## config.mk

```make
export PLATFORM = sky130hd
export DESIGN_NAME = coin_pulse_gen
export DESIGN_NICKNAME = d
export VERILOG_FILES = /design/src/rtl/coin_pulse_gen.sv
export SDC_FILE = /design/constraint.sdc
export NUM_CORES = 1
export LEC_CHECK = 0
export CAP_MARGIN = 20
export CORE_UTILIZATION = 41
export DETAILED_ROUTE_END_ITERATION = 12
export HOLD_SLACK_MARGIN = 0.08
export PLACE_DENSITY_LB_ADDON = 0.12
export SLEW_MARGIN = 20
export SYNTH_ARGS = -nofsm -noshare
export SYNTH_HDL_FRONTEND = slang
export SYNTH_SLANG_ARGS = --single-unit
```

## constraint.sdc

```tcl
create_clock -name clk -period 5.4 [get_ports clk]
set_input_delay 1.08 -clock clk [delete_from_list [all_inputs] [get_ports clk]]
set_output_delay 1.08 -clock clk [all_outputs]
set_load 0.02 [all_outputs]
```

## src/rtl/coin_pulse_gen.sv

```systemverilog
// coin_pulse_gen: turns queued coin requests into width-coded coinSensor pulses.
// A small FIFO with a valid/ready handshake feeds a 3-state pulse FSM (IDLE, PULSE, GAP).
// Optional build macro COIN_JITTER_EN: pulse widths follow the offset cycle 0, -1, +1, 0.
module coin_pulse_gen #(
    parameter int NICKEL_LEN  = 7,
    parameter int DIME_LEN    = 3,
    parameter int QUARTER_LEN = 11,
    parameter int GAP_LEN     = 3,
    parameter int FIFO_DEPTH  = 4
) (
    input  logic        clk,
    input  logic        reset,
    input  logic        coinValid,
    input  logic [1:0]  coinType,
    output logic        coinReady,
    output logic        coinSensor,
    output logic        busy,
    output logic        badCoin,
    output logic [15:0] centsSent
);

    localparam int MAX_A = (NICKEL_LEN > DIME_LEN) ? NICKEL_LEN : DIME_LEN;
    localparam int MAX_B = (QUARTER_LEN > GAP_LEN) ? QUARTER_LEN : GAP_LEN;
    localparam int MAX_P = (MAX_A > MAX_B) ? MAX_A : MAX_B;
    localparam int CW    = $clog2(MAX_P) + 1;
    localparam int PW    = $clog2(FIFO_DEPTH);

    typedef enum logic [1:0] {
        IDLE  = 2'd0,
        PULSE = 2'd1,
        GAP   = 2'd2
    } state_t;

    state_t          state;
    state_t          state_next;
    logic [CW-1:0]   count;
    logic [CW-1:0]   count_next;
    logic [1:0]      cur_type;
    logic [1:0]      cur_type_next;
    logic            sensor_next;
    logic [15:0]     cents_next;

    logic [1:0]      fifo_mem [FIFO_DEPTH];
    logic [PW:0]     wr_ptr;
    logic [PW:0]     rd_ptr;
    logic            full;
    logic            empty;
    logic            transfer;
    logic            push;
    logic            pop;
    logic [1:0]      head_type;
    logic [CW-1:0]   head_len;

    // Pointers carry a wrap bit so full and empty can be told apart when the indices match.
    assign full      = (wr_ptr[PW] != rd_ptr[PW]) && (wr_ptr[PW-1:0] == rd_ptr[PW-1:0]);
    assign empty     = (wr_ptr == rd_ptr);
    assign coinReady = !full;
    assign transfer  = coinValid && coinReady;
    assign push      = transfer && (coinType != 2'b00);
    assign pop       = (state == IDLE) && !empty;
    assign head_type = fifo_mem[rd_ptr[PW-1:0]];
    assign busy      = (state != IDLE) || !empty;

    function automatic logic [CW-1:0] base_len(input logic [1:0] t);
        case (t)
            2'b01:   base_len = CW'(NICKEL_LEN);
            2'b10:   base_len = CW'(DIME_LEN);
            default: base_len = CW'(QUARTER_LEN);
        endcase
    endfunction

    function automatic logic [15:0] coin_value(input logic [1:0] t);
        case (t)
            2'b01:   coin_value = 16'd5;
            2'b10:   coin_value = 16'd10;
            2'b11:   coin_value = 16'd25;
            default: coin_value = 16'd0;
        endcase
    endfunction

`ifdef COIN_JITTER_EN
    logic [1:0] jit_idx;

    // Rotate the jitter index once per emitted pulse so widths sweep the receiver windows.
    always_ff @(posedge clk or negedge reset) begin
        if (!reset) begin
            jit_idx <= 2'd0;
        end else if (pop) begin
            jit_idx <= jit_idx + 2'd1;
        end
    end

    // Apply the 0, -1, +1, 0 offset to the nominal width of the coin at the FIFO head.
    always_comb begin
        head_len = base_len(head_type);
        case (jit_idx)
            2'd1:    head_len = base_len(head_type) - CW'(1);
            2'd2:    head_len = base_len(head_type) + CW'(1);
            default: head_len = base_len(head_type);
        endcase
    end
`else
    assign head_len = base_len(head_type);
`endif

    // Queue storage; only legal codes are written, emptiness is tracked by the pointers.
    always_ff @(posedge clk) begin
        if (push) begin
            fifo_mem[wr_ptr[PW-1:0]] <= coinType;
        end
    end

    // FIFO pointers and the one-cycle illegal-code strobe.
    always_ff @(posedge clk or negedge reset) begin
        if (!reset) begin
            wr_ptr  <= '0;
            rd_ptr  <= '0;
            badCoin <= 1'b0;
        end else begin
            if (push) begin
                wr_ptr <= wr_ptr + 1'b1;
            end
            if (pop) begin
                rd_ptr <= rd_ptr + 1'b1;
            end
            badCoin <= transfer && (coinType == 2'b00);
        end
    end

    // FSM state, counters and the registered pulse output; reset truncates a pulse at once.
    always_ff @(posedge clk or negedge reset) begin
        if (!reset) begin
            state      <= IDLE;
            count      <= '0;
            cur_type   <= 2'b00;
            coinSensor <= 1'b0;
            centsSent  <= 16'd0;
        end else begin
            state      <= state_next;
            count      <= count_next;
            cur_type   <= cur_type_next;
            coinSensor <= sensor_next;
            centsSent  <= cents_next;
        end
    end

    // Next-state logic: pop and raise, hold for the coin width, then hold low for the gap.
    always_comb begin
        state_next    = state;
        count_next    = count;
        cur_type_next = cur_type;
        sensor_next   = coinSensor;
        cents_next    = centsSent;
        case (state)
            IDLE: begin
                if (!empty) begin
                    cur_type_next = head_type;
                    count_next    = head_len;
                    sensor_next   = 1'b1;
                    state_next    = PULSE;
                end
            end
            PULSE: begin
                if (count == CW'(1)) begin
                    sensor_next = 1'b0;
                    cents_next  = centsSent + coin_value(cur_type);
                    count_next  = CW'(GAP_LEN);
                    state_next  = GAP;
                end else begin
                    count_next = count - CW'(1);
                end
            end
            GAP: begin
                if (count == CW'(1)) begin
                    state_next = IDLE;
                end else begin
                    count_next = count - CW'(1);
                end
            end
            default: begin
                state_next  = IDLE;
                sensor_next = 1'b0;
            end
        endcase
    end

endmodule

```

Yosys cells after proc, flatten, opt, wreduce, memory -nomap -nowiden

Memory sizes are Yosys's and may differ from the RTL's.
Index checks and enable logic that the tools add are counted.

Flip-flop bits (word level): 33
Memory bits (writable): 8
Bits of input ports: 5
Memories: 1

Add/subtract/negate cells: 4
Eq/ne operators: 15
Muxes and demuxes: 17
Bitwise gates (word level): 2
Reduce and logical (&&, ||, !) cells: 18

Memories:

| memory   | words | bits a word | rd ports | clocked after memory_dff | wr ports | line | source |
|---|---|---|---|---|---|---|---|
| fifo_mem | 4     | 2           | 1        | 0                        | 1        | 43   | `logic [1:0] fifo_mem [FIFO_DEPTH];` |

Operators with widths:

| kind                                                                   | count |
|---|---|
| 16-bit 2-to-1 mux                                                      | 2 |
| 5-bit one-hot mux with 3 select lines                                  | 2 |
| 16-bit adder                                                           | 1 |
| 5-bit 2-to-1 mux                                                       | 3 |
| 3-bit AND reduction                                                    | 3 |
| 2-bit equality test (second input constant)                            | 4 |
| 2-bit inequality test (second input constant)                          | 4 |
| 4-bit one-hot mux with 2 select lines                                  | 1 |
| 3-bit by 1-bit adder with 3-bit output (second input constant)         | 2 |
| 2-bit by 1-bit equality test with 1-bit output (second input constant) | 3 |
| 2-bit 2-to-1 mux                                                       | 3 |
| 2-bit one-hot mux with 3 select lines                                  | 1 |
| 5-bit by 1-bit equality test with 1-bit output (second input constant) | 1 |
| 1-bit logical AND                                                      | 5 |
| 5-bit by 1-bit subtractor with 5-bit output (second input constant)    | 1 |
| 2-bit logical NOT                                                      | 2 |
| 1-bit 2-to-1 mux                                                       | 4 |
| 2-bit AND reduction                                                    | 2 |
| 2-bit nonzero test                                                     | 2 |
| 3-bit equality test                                                    | 1 |
| 1-bit one-hot mux with 3 select lines                                  | 1 |
| 3-bit nonzero test                                                     | 1 |
| 2-bit equality test                                                    | 1 |
| 1-bit logical NOT                                                      | 2 |
| 3 further kinds                                                        | 4 |

Logic depth before layout (Yosys ltp)

Gate-level depths: netlist (run 1).

Word-level depth: 7
Mapped depth: 7

Worst setup path before layout (run 1)

No wires, ideal clock.

Path kind: input to register
Start: input port coinType[1]
End: memory fifo_mem[3][0], enable pin
Library setup time: 306 ps
Data arrival time: 1,874 ps
Required time: 5,094 ps
Slack: 3,220 ps
Stages: 3
Path buffers: 0
Cell sequence: nor2_1 a311oi_1 and2_1

Longest elaborated chain between the ends: 4

RTL lines:

| element                                | line | source |
|---|---|---|
| start, declared                        | 14   | `input logic [1:0] coinType,` |
| 2-bit nonzero test                     | 59   | `assign push = transfer && (coinType != 2'b00);` |
| 1-bit logical AND                      | 59   |  |
| 1-bit 2-to-1 mux                       | 108  | `if (push) begin` |
| 1-bit 2-to-1 mux (implied by the code) | 109  | `fifo_mem[wr_ptr[PW-1:0]] <= coinType;` |
| end, declared                          | 43   |  |

No other way between the ends.

Worst setup path after layout (run 1)

Start: register rd_ptr[1]
End: output port busy

Longest elaborated chain between the ends: 3

RTL lines:

| element                | line | source |
|---|---|---|
| start, declared        | 45   | `logic [PW:0] rd_ptr;` |
| start signal, assigned | 124  | `rd_ptr <= rd_ptr + 1'b1;` |
| 3-bit equality test    | 56   | `assign empty = (wr_ptr == rd_ptr);` |
| 1-bit logical NOT      | -    |  |
| 1-bit logical OR       | 62   | `assign busy = (state != IDLE) \|\| !empty;` |
| end, declared          | 17   | `output logic busy,` |

No other way between the ends.

==> results of run 1 <==
## per-layer routing
layer,up-vias,wire length (µm),GRT usage [%]
met2,27,2080,29.3
met5,-,0,0
met3,6,121,3.70
met4,0,55,7.00
li1,738,-,-
met1,745,1860,20.1
## logic make-up after synthesis
logic type	after synthesis	share of synthesized area, %
adders and majority gates	18	10.6
AOI/OAI and AO/OA	42	13.5
xor gates and xnor gates	22	8.74
buffers and inverters	18	3.12
muxes	9	5.62
and+or+nand+nor	39	10.1
DFF	41	48.4
## worst max-delay path, cell delays in order, from the launching register on
cell and delay, ns:
dfrtp_1 0.46, xnor2_1 0.33, nand4_1 0.35, clkdlybuf4s50_1 0.65
## through the flow
stage               worst slack (ns)  hold WS (ns)  power, mW
detailed placement              2.45         0.457       1.28
global placement                2.53         0.456       1.25
CTS                             2.26         0.472       1.53
finish                          2.23         0.467       1.52
global route                    2.08         0.490       1.65
floorplan                       3.22         0.493       1.07
## sequential cells by signal, indices dropped and copies added (netlist names)
name and flops:
fifo_mem 8, badCoin 1, wr_ptr 3, count 5, cur_type 2, rd_ptr 3
coinSensor 1, centsSent 16, state 2
## area by class of cell
class	count	area, µm²	area share (%)
sequential	41	1070	40.4
clock buffer	5	68.8	2.61
clock inverter	3	41.3	1.57
timing repair buffer	25	248	9.40
inverter	15	56.3	2.14
tap	70	87.6	3.32
multi-input combinational	130	1070	40.5
## worst max-delay path by stage
stage / cells past startpoint / slack, ns / to / from
2_1_floorplan: 3 / 3.22 / fifo_mem[3][0]$_DFFE_PP_ / coinType[1]
3_3_place_gp: 4 / 2.53 / fifo_mem[3][0]$_DFFE_PP_ / coinType[1]
3_5_place_dp: 4 / 2.45 / fifo_mem[3][0]$_DFFE_PP_ / coinType[1]
4_1_cts: 3 / 2.26 / busy / rd_ptr[0]$_DFFE_PN0P_
5_1_grt: 3 / 2.08 / busy / rd_ptr[1]$_DFFE_PN0P_
6_report: 3 / 2.23 / busy / rd_ptr[1]$_DFFE_PN0P_
## Yosys cell counts (all sizes together)
library cell and n:
a211o 1, nor3 2, a2111oi 1, a211oi 4, fa 1, mux2 7
o211ai 3, o311ai 2, xor2 12, nor3b 2, nor4b 2, a21o 3
and2 5, or4b 1, or4 1, nand3 4, o2bb2ai 3, edfxtp 8
nor2 3, and3 1, nor4 1, dfrtp 33, inv 15, xnor2 10
nand2 10, o31ai 2, mux4 2, clkbuf 2, o21a 1, ha 17
buf 1, a311oi 1, nor2b 2, o21ai 5, a21oi 14, nand4 4
nand3b 1, a32oi 1, a22oi 1
## where the power goes
group | internal [mW] | switching [mW]
Combinational | 0.354 | 0.409
Sequential | 0.412 | 0.0990
Clock | 0.136 | 0.111
==> impl_metrics.py, run 1 <==
metrics = {
    "run_status": {
        "run_status": "completed",
    },
    "floorplanning": {
        "die_height_um": 75.3,
        "ioPinCount": 25,
        "core-area_mm2": 0.00514,
        "start_util_pct": 42.9,
        "row_count": 26,
        "die_w_um": 75.3,
        "die-area_mm2": 0.00567,
    },
    "sta": {
        "final.setup.tns_ns": 0,
        "finalCritPeriodShare_pct": 58.6,
        "hold_viol_final": 0,
        "fmax_mhz": 316,
        "setup_viol": 0,
        "timing.max_slew.rel_slack_pct": 50.5,
        "maxSlewViolCount": 0,
        "fin_worst_skew_ns": 0.00407,
        "grt_setup_unrepaired": "false",
        "fin_crit_ns": 3.17,
        "tightest_slew_ns": 0.733,
    },
    "logic_synthesis": {
        "synth_area_mm2": 0.00220,
        "yosysWarningCount": 0,
        "synth_top_cell_by_area": "dfrtp_1",
        "post_synth_inst_count": 189,
        "ys_ff_latch": 41,
        "syn_avg_cell_area_um2": 11.7,
        "synth_top_area_share_pct": 37.5,
        "synthesis.nets": 212,
        "synth_cell_type_count": 41,
        "yosysSeqAreaShare_pct": 48.4,
        "yosys-top-cells-area": "dfrtp_1 (37%), edfxtp_1 (11%), ha_1 (9.7%)",
    },
    "clocking": {
        "clkSlewWorstSetupHoldPaths_ns": 0.08,
        "holdBufCountCts": 0,
        "clock_tree.htree_level_count": 2,
        "worst_skew_pair.late_latency_ns": 0.29,
        "numCtsBuffers": 5,
        "post-cts-setup-buffers": 0,
        "clockBufferDepth": 2,
        "cts-resized-gates": 0,
        "cts_root_buffer": "clkbuf_8",
        "cts_tree": "yes",
        "clock_sinks": 41,
    },
    "detailed_routing": {
        "drt_first_pass_iters": 4,
        "route.vias.total": 1516,
        "detail_route.iter0.violations": 66,
        "avgViaCountPerCell": 5.25,
        "drcViolationCount": 0,
        "wire_per_inst_um": 14.2,
        "totalWireLength_mm": 4.12,
        "antenna_left": 0,
    },
    "setup_path": {
        "worst_r2r_path_depth": 6,
        "critPathKind": "register to output pin",
        "worstPathRequired_ns": 4.32,
        "crit_path_start_kind": "register",
        "cp-end-kind": "output pin",
        "r2r_end": "centsSent[8]$_DFFE_PN0P_",
        "cp_data_arrival_time_ns": 2.09,
        "path_max_fanout": 7,
        "critical_path.reg2reg.startpoint": "count[1]$_DFFE_PN0P_",
        "r2r_setup_slack_ns": 2.89,
    },
    "min_path": {
        "min_path_type": "register to register",
        "hold_path_depth": 1,
        "worst_hold_path.endpoint": "centsSent[15]$_DFFE_PN0P_",
        "hold_path_startpoint": "centsSent[15]$_DFFE_PN0P_",
    },
    "cells_and_area": {
        "finalCoreUtilization_pct": 51.3,
        "final_cell_area_mm2": 0.00264,
        "layout-area-overhead-vs-synth_pct": 19.6,
        "finalNonFillerCells": 289,
        "antenna-diode-count": 0,
        "fin_nets": 241,
        "layout.cells.most_common": "dfrtp_1",
        "layout.cells.most_common_list": "dfrtp_1 (33), clkdlybuf4s50_1 (24), ha_1 (17)",
        "drive_above_1_share_pct": 7.76,
        "fillers": 488,
    },
    "power": {
        "power.density_mw_per_mm2": 577,
        "worst_ir_drop_vdd_uv": 302,
        "total_leakage_power_nw": 1.14,
    },
    "global_route": {
        "grt_antenna_before_repair": 0,
        "global_route.overflow_total": 0,
        "grt_max_degree": 34,
        "grtUsageTotal_pct": 16.8,
        "number_of_global_route_vias_before_repair": 1551,
        "grt_first_pass_wirelength_mm": 7.01,
    },
    "placed_design": {
        "gp_congestion": 0.776,
        "io_buffers": 24,
        "post_dp_cell_area_mm2": 0.00253,
        "hpwl_mm": 2.94,
        "placed_cells_incl_taps": 281,
    },
    "job": {
        "max-cap-violations": 0,
    },
}
No activity file was read; power rests on OpenSTA's default activity.
==> run 2, diff against run 1 <==
Clock period 5.4 ns to 3.2 ns, I/O delays scaled along.
==> impl_metrics.py, run 2 (same netlist as run 1, synthesis figures left out) <==
metrics = {
    "run_status": {
        "run_status": "completed",
    },
    "setup_path": {
        "worst_r2r_path_depth": 6,
        "critPathKind": "register to output pin",
        "cp-end-kind": "output pin",
        "path_max_fanout": 7,
        "crit_start": "rd_ptr[0]$_DFFE_PN0P_",
        "critPathCapture": "busy",
        "crit_path_start_kind": "register",
        "cp_data_arrival_time_ns": 2.11,
        "r2r_setup_slack_ns": 0.90,
        "worstPathRequired_ns": 2.56,
        "critical_path.reg2reg.startpoint": "count[1]$_DFFE_PN0P_",
        "r2r_end": "centsSent[11]$_DFFE_PN0P_",
    },
    "clocking": {
        "cts-resized-gates": 0,
        "clkSlewWorstSetupHoldPaths_ns": 0.09,
        "cts_root_buffer": "clkbuf_8",
        "worst_skew_pair.late_latency_ns": 0.29,
        "clockBufferDepth": 2,
        "holdBufCountCts": 0,
        "numCtsBuffers": 5,
        "clock_sinks": 41,
        "cts_tree": "yes",
        "clock_tree.htree_level_count": 2,
        "post-cts-setup-buffers": 0,
    },
    "placed_design": {
        "io_buffers": 24,
        "gp_congestion": 0.768,
        "hpwl_mm": 3.09,
        "placed_cells_incl_taps": 282,
    },
    "global_route": {
        "grt_antenna_before_repair": 0,
        "grtUsageTotal_pct": 17.3,
        "number_of_global_route_vias_before_repair": 1526,
        "grt_max_degree": 34,
        "grt_first_pass_wirelength_mm": 7.20,
        "global_route.overflow_total": 0,
    },
    "cells_and_area": {
        "layout-area-overhead-vs-synth_pct": 19.0,
        "largest_register_ffs": 16,
        "layout.cells.most_common": "dfrtp_1",
        "antenna-diode-count": 0,
        "layout.cells.most_common_list": "dfrtp_1 (33), clkdlybuf4s50_1 (24), ha_1 (17)",
        "fin_nets": 242,
        "finalNonFillerCells": 290,
        "drive_above_1_share_pct": 8.18,
        "finalCoreUtilization_pct": 51.0,
        "regMostFlops": "centsSent",
    },
    "sta": {
        "maxSlewViolCount": 0,
        "grt_setup_unrepaired": "false",
        "fin_crit_ns": 2.75,
        "hold_viol_final": 0,
        "fmax_mhz": 363,
        "tightest_slew_ns": 0.754,
        "final.setup.tns_ns": 0,
        "setup_viol": 0,
        "timing.max_slew.rel_slack_pct": 49.4,
        "finalCritPeriodShare_pct": 86.0,
        "fin_worst_skew_ns": 0.00978,
    },
    "floorplanning": {
        "row_count": 26,
        "die_w_um": 75.3,
        "start_util_pct": 42.9,
        "core-area_mm2": 0.00514,
        "ioPinCount": 25,
        "die-area_mm2": 0.00567,
        "die_height_um": 75.3,
    },
    "detailed_routing": {
        "antenna_left": 0,
        "detail_route.iter0.violations": 66,
        "drt_first_pass_iters": 4,
        "totalWireLength_mm": 4.24,
        "wire_per_inst_um": 14.6,
        "drcViolationCount": 0,
        "route.vias.total": 1551,
        "avgViaCountPerCell": 5.35,
    },
    "min_path": {
        "min_path_type": "register to register",
    },
    "power": {
        "total_leakage_power_nw": 1.14,
        "worst_ir_drop_vdd_uv": 494,
        "power.density_mw_per_mm2": 959,
    },
    "job": {
        "max-cap-violations": 0,
    },
}
==> run 2: changes by cell type in the layout (fill, tap and decap cells not counted), sizes merged <==
cell,change
bufinv,-1
buf,+1
clkbuf,+1
clkinvlp,+1
clkinv,-1
==> run 2: metal layers <==
layer	track usage [%]	vias to the layer above	share of wire, %
met5	0	-	0
met4	6.17	0	0.90
met3	3.57	4	3.9
met2	29.3	33	50
met1	21.9	773	45
li1	-	741	-
==> run 2: metrics by stage <==
| step | hold WS [ns] | power [mW] | area [µm²] | setup slack, ns |
|---|---|---|---|---|
| CTS | 0.473 | 2.54 | 2620 | 0.438 |
| global route | 0.489 | 2.74 | 2620 | 0.309 |
| floorplan | 0.344 | 1.80 | 2200 | 1.10 |
| finish | 0.468 | 2.51 | 2620 | 0.449 |
| global placement | 0.457 | 2.12 | 2530 | 0.767 |
| detailed placement | 0.457 | 2.18 | 2530 | 0.708 |
==> run 2: layout make-up <==
class / instances / area (µm²)
tap: 70 / 87.6
sequential: 41 / 1070
multi-input combinational: 130 / 1070
clock inverter: 2 / 15.0
timing repair buffer: 26 / 255
inverter: 15 / 56.3
fill: 498 / 2520
clock buffer: 6 / 72.6
==> run 2: critical path, cell delays in order, from the launching register on <==
cell	delay, ns
dfrtp_1	0.48
xnor2_1	0.34
nand4_1	0.35
clkdlybuf4s50_1	0.65
==> run 2: worst min-delay path by stage <==
| stage | from | to | slack [ns] | cells after the start |
|---|---|---|---|---|
| finish | centsSent[15]$_DFFE_PN0P_ | centsSent[15]$_DFFE_PN0P_ | 0.47 | 1 |
| detailed placement | centsSent[15]$_DFFE_PN0P_ | centsSent[15]$_DFFE_PN0P_ | 0.46 | 1 |
| global route | centsSent[15]$_DFFE_PN0P_ | centsSent[15]$_DFFE_PN0P_ | 0.49 | 1 |
| floorplan | reset | badCoin$_DFF_PN0_ | 0.34 | 0 |
| global placement | centsSent[15]$_DFFE_PN0P_ | centsSent[15]$_DFFE_PN0P_ | 0.46 | 1 |
| CTS | centsSent[15]$_DFFE_PN0P_ | centsSent[15]$_DFFE_PN0P_ | 0.47 | 1 |
==> run 2: where the power goes <==
group,leakage (nW),internal (mW),switching (mW)
clock network,0.0374,0.154,0.188
logic,0.603,0.605,0.703
registers,0.495,0.696,0.169
==> run 3, diff against run 2 <==
Settings changed: CORE_MARGIN from default to 3, HOLD_SLACK_MARGIN 0.08 to default.
==> impl_metrics.py, run 3 (same netlist as run 1, synthesis figures left out) <==
metrics = {
    "run_status": {
        "run_status": "completed",
    },
    "detailed_routing": {
        "avgViaCountPerCell": 5.21,
        "detail_route.iter0.violations": 40,
        "totalWireLength_mm": 4.30,
        "antenna_left": 0,
        "drcViolationCount": 0,
        "drt_first_pass_iters": 4,
        "route.vias.total": 1512,
        "wire_per_inst_um": 14.8,
    },
    "global_route": {
        "grt_antenna_before_repair": 0,
        "grtUsageTotal_pct": 15.1,
        "grt_max_degree": 34,
        "number_of_global_route_vias_before_repair": 1562,
        "grt_first_pass_wirelength_mm": 7.38,
        "global_route.overflow_total": 0,
    },
    "job": {
        "max-cap-violations": 0,
    },
    "cells_and_area": {
        "seq_area_mm2": 0.00107,
        "final_cell_area_mm2": 0.00264,
        "layout.cells.most_common": "dfrtp_1",
        "layout-area-overhead-vs-synth_pct": 20.0,
        "fin_nets": 242,
        "fillers": 494,
        "layout.cells.most_common_list": "dfrtp_1 (33), clkdlybuf4s50_1 (24), ha_1 (17)",
        "finalCoreUtilization_pct": 51.4,
        "drive_above_1_share_pct": 8.18,
        "regMostFlops": "centsSent",
        "largest_register_ffs": 16,
        "multiInputGateArea_mm2": 0.00107,
        "antenna-diode-count": 0,
    },
    "clocking": {
        "clock_sinks": 41,
        "cts-resized-gates": 0,
        "worst_skew_pair.late_latency_ns": 0.29,
        "clockBufferDepth": 2,
        "cts_root_buffer": "clkbuf_8",
        "numCtsBuffers": 5,
        "post-cts-setup-buffers": 0,
        "clock_tree.htree_level_count": 2,
        "clkSlewWorstSetupHoldPaths_ns": 0.08,
        "holdBufCountCts": 0,
        "cts_tree": "yes",
    },
    "sta": {
        "finalWorstSetupSlack_ns": 0.435,
        "finalCritPeriodShare_pct": 86.4,
        "tightest_slew_ns": 0.748,
        "grt_setup_unrepaired": "false",
        "maxSlewViolCount": 0,
        "setup_viol": 0,
        "hold_viol_final": 0,
        "fmax_mhz": 362,
        "timing.max_slew.rel_slack_pct": 49.8,
        "fin_worst_skew_ns": 0.00518,
        "fin_crit_ns": 2.76,
        "final.setup.tns_ns": 0,
    },
    "floorplanning": {
        "start_util_pct": 42.9,
        "core-area_mm2": 0.00514,
        "die_w_um": 79.3,
        "die_height_um": 79.3,
        "ioPinCount": 25,
        "die-area_mm2": 0.00629,
        "row_count": 26,
    },
    "placed_design": {
        "dp_worst_setup_slack_ns": 0.657,
        "io_buffers": 24,
        "hpwl_mm": 3.22,
        "post_dp_cell_area_mm2": 0.00253,
        "gp_congestion": 0.886,
    },
    "min_path": {
        "hold_path_startpoint": "centsSent[15]$_DFFE_PN0P_",
        "min_path_type": "register to register",
    },
    "setup_path": {
        "worstPathRequired_ns": 2.56,
        "crit_path_start_kind": "register",
        "cp_data_arrival_time_ns": 2.12,
        "path_max_fanout": 7,
        "crit_start": "rd_ptr[0]$_DFFE_PN0P_",
        "cp-end-kind": "output pin",
        "critPathKind": "register to output pin",
        "critical_path.reg2reg.startpoint": "count[1]$_DFFE_PN0P_",
    },
    "power": {
        "post-layout-total-power_mw": 2.57,
        "total_leakage_power_nw": 1.15,
        "worst_ir_drop_vdd_uv": 441,
        "power.density_mw_per_mm2": 972,
    },
}
-- run 3: cell types whose count changed in the layout (fill, tap and decap cells not counted), sizes merged --
| cell | delta |
|---|---|
| clkinvlp | -1 |
| clkinv | +1 |
| clkbuf | -1 |
| bufinv | +1 |
-- run 3: through the flow --
stage,cells,hold slack (ns)
floorplan,189,0.344
global placement,282,0.457
detailed placement,282,0.462
CTS,290,0.473
global route,290,0.493
finish,290,0.467
-- run 3: power by group --
| part | internal, mW | switching [mW] |
|---|---|---|
| Sequential | 0.696 | 0.172 |
| Clock | 0.230 | 0.182 |
| Combinational | 0.602 | 0.689 |
| Total | 1.53 | 1.04 |
-- run 3: critical path, cell delays in order, from the launching register on --
cell and delay [ns]:
dfrtp_1 0.48, xnor2_1 0.36, nand4_1 0.35, clkdlybuf4s50_1 0.65
-- run 3: area by class of cell --
class                   count  share of cell area [%]
multi-input cells         130                    40.4
repair buffers             26                    9.65
well taps                  70                    3.31
flip-flops and latches     41                    40.3
clock inverters             3                    1.56
inverters                  15                    2.13
clock buffers               5                    2.60
-- run 3: routing by layer --
layer / vias up / track usage (%) / routed length, µm
li1: 743 / - / -
met2: 35 / 25.3 / 2130
met1: 727 / 18.6 / 1920
met5: - / 0 / 0
met4: 0 / 6.70 / 84
met3: 7 / 3.40 / 164
-- run 3: final timing paths --
path                                        endpoint  slack [ns]  depth (start not counted)
max                                             busy        0.44                          3
max reg2reg                centsSent[15]$_DFFE_PN0P_        0.90                          6
min in group asynchronous   centsSent[1]$_DFFE_PN0P_        0.76                          2
min                        centsSent[15]$_DFFE_PN0P_        0.47                          1
max in group asynchronous       state[1]$_DFFE_PN0P_        2.13                          2
min reg2reg                centsSent[15]$_DFFE_PN0P_        0.47                          1
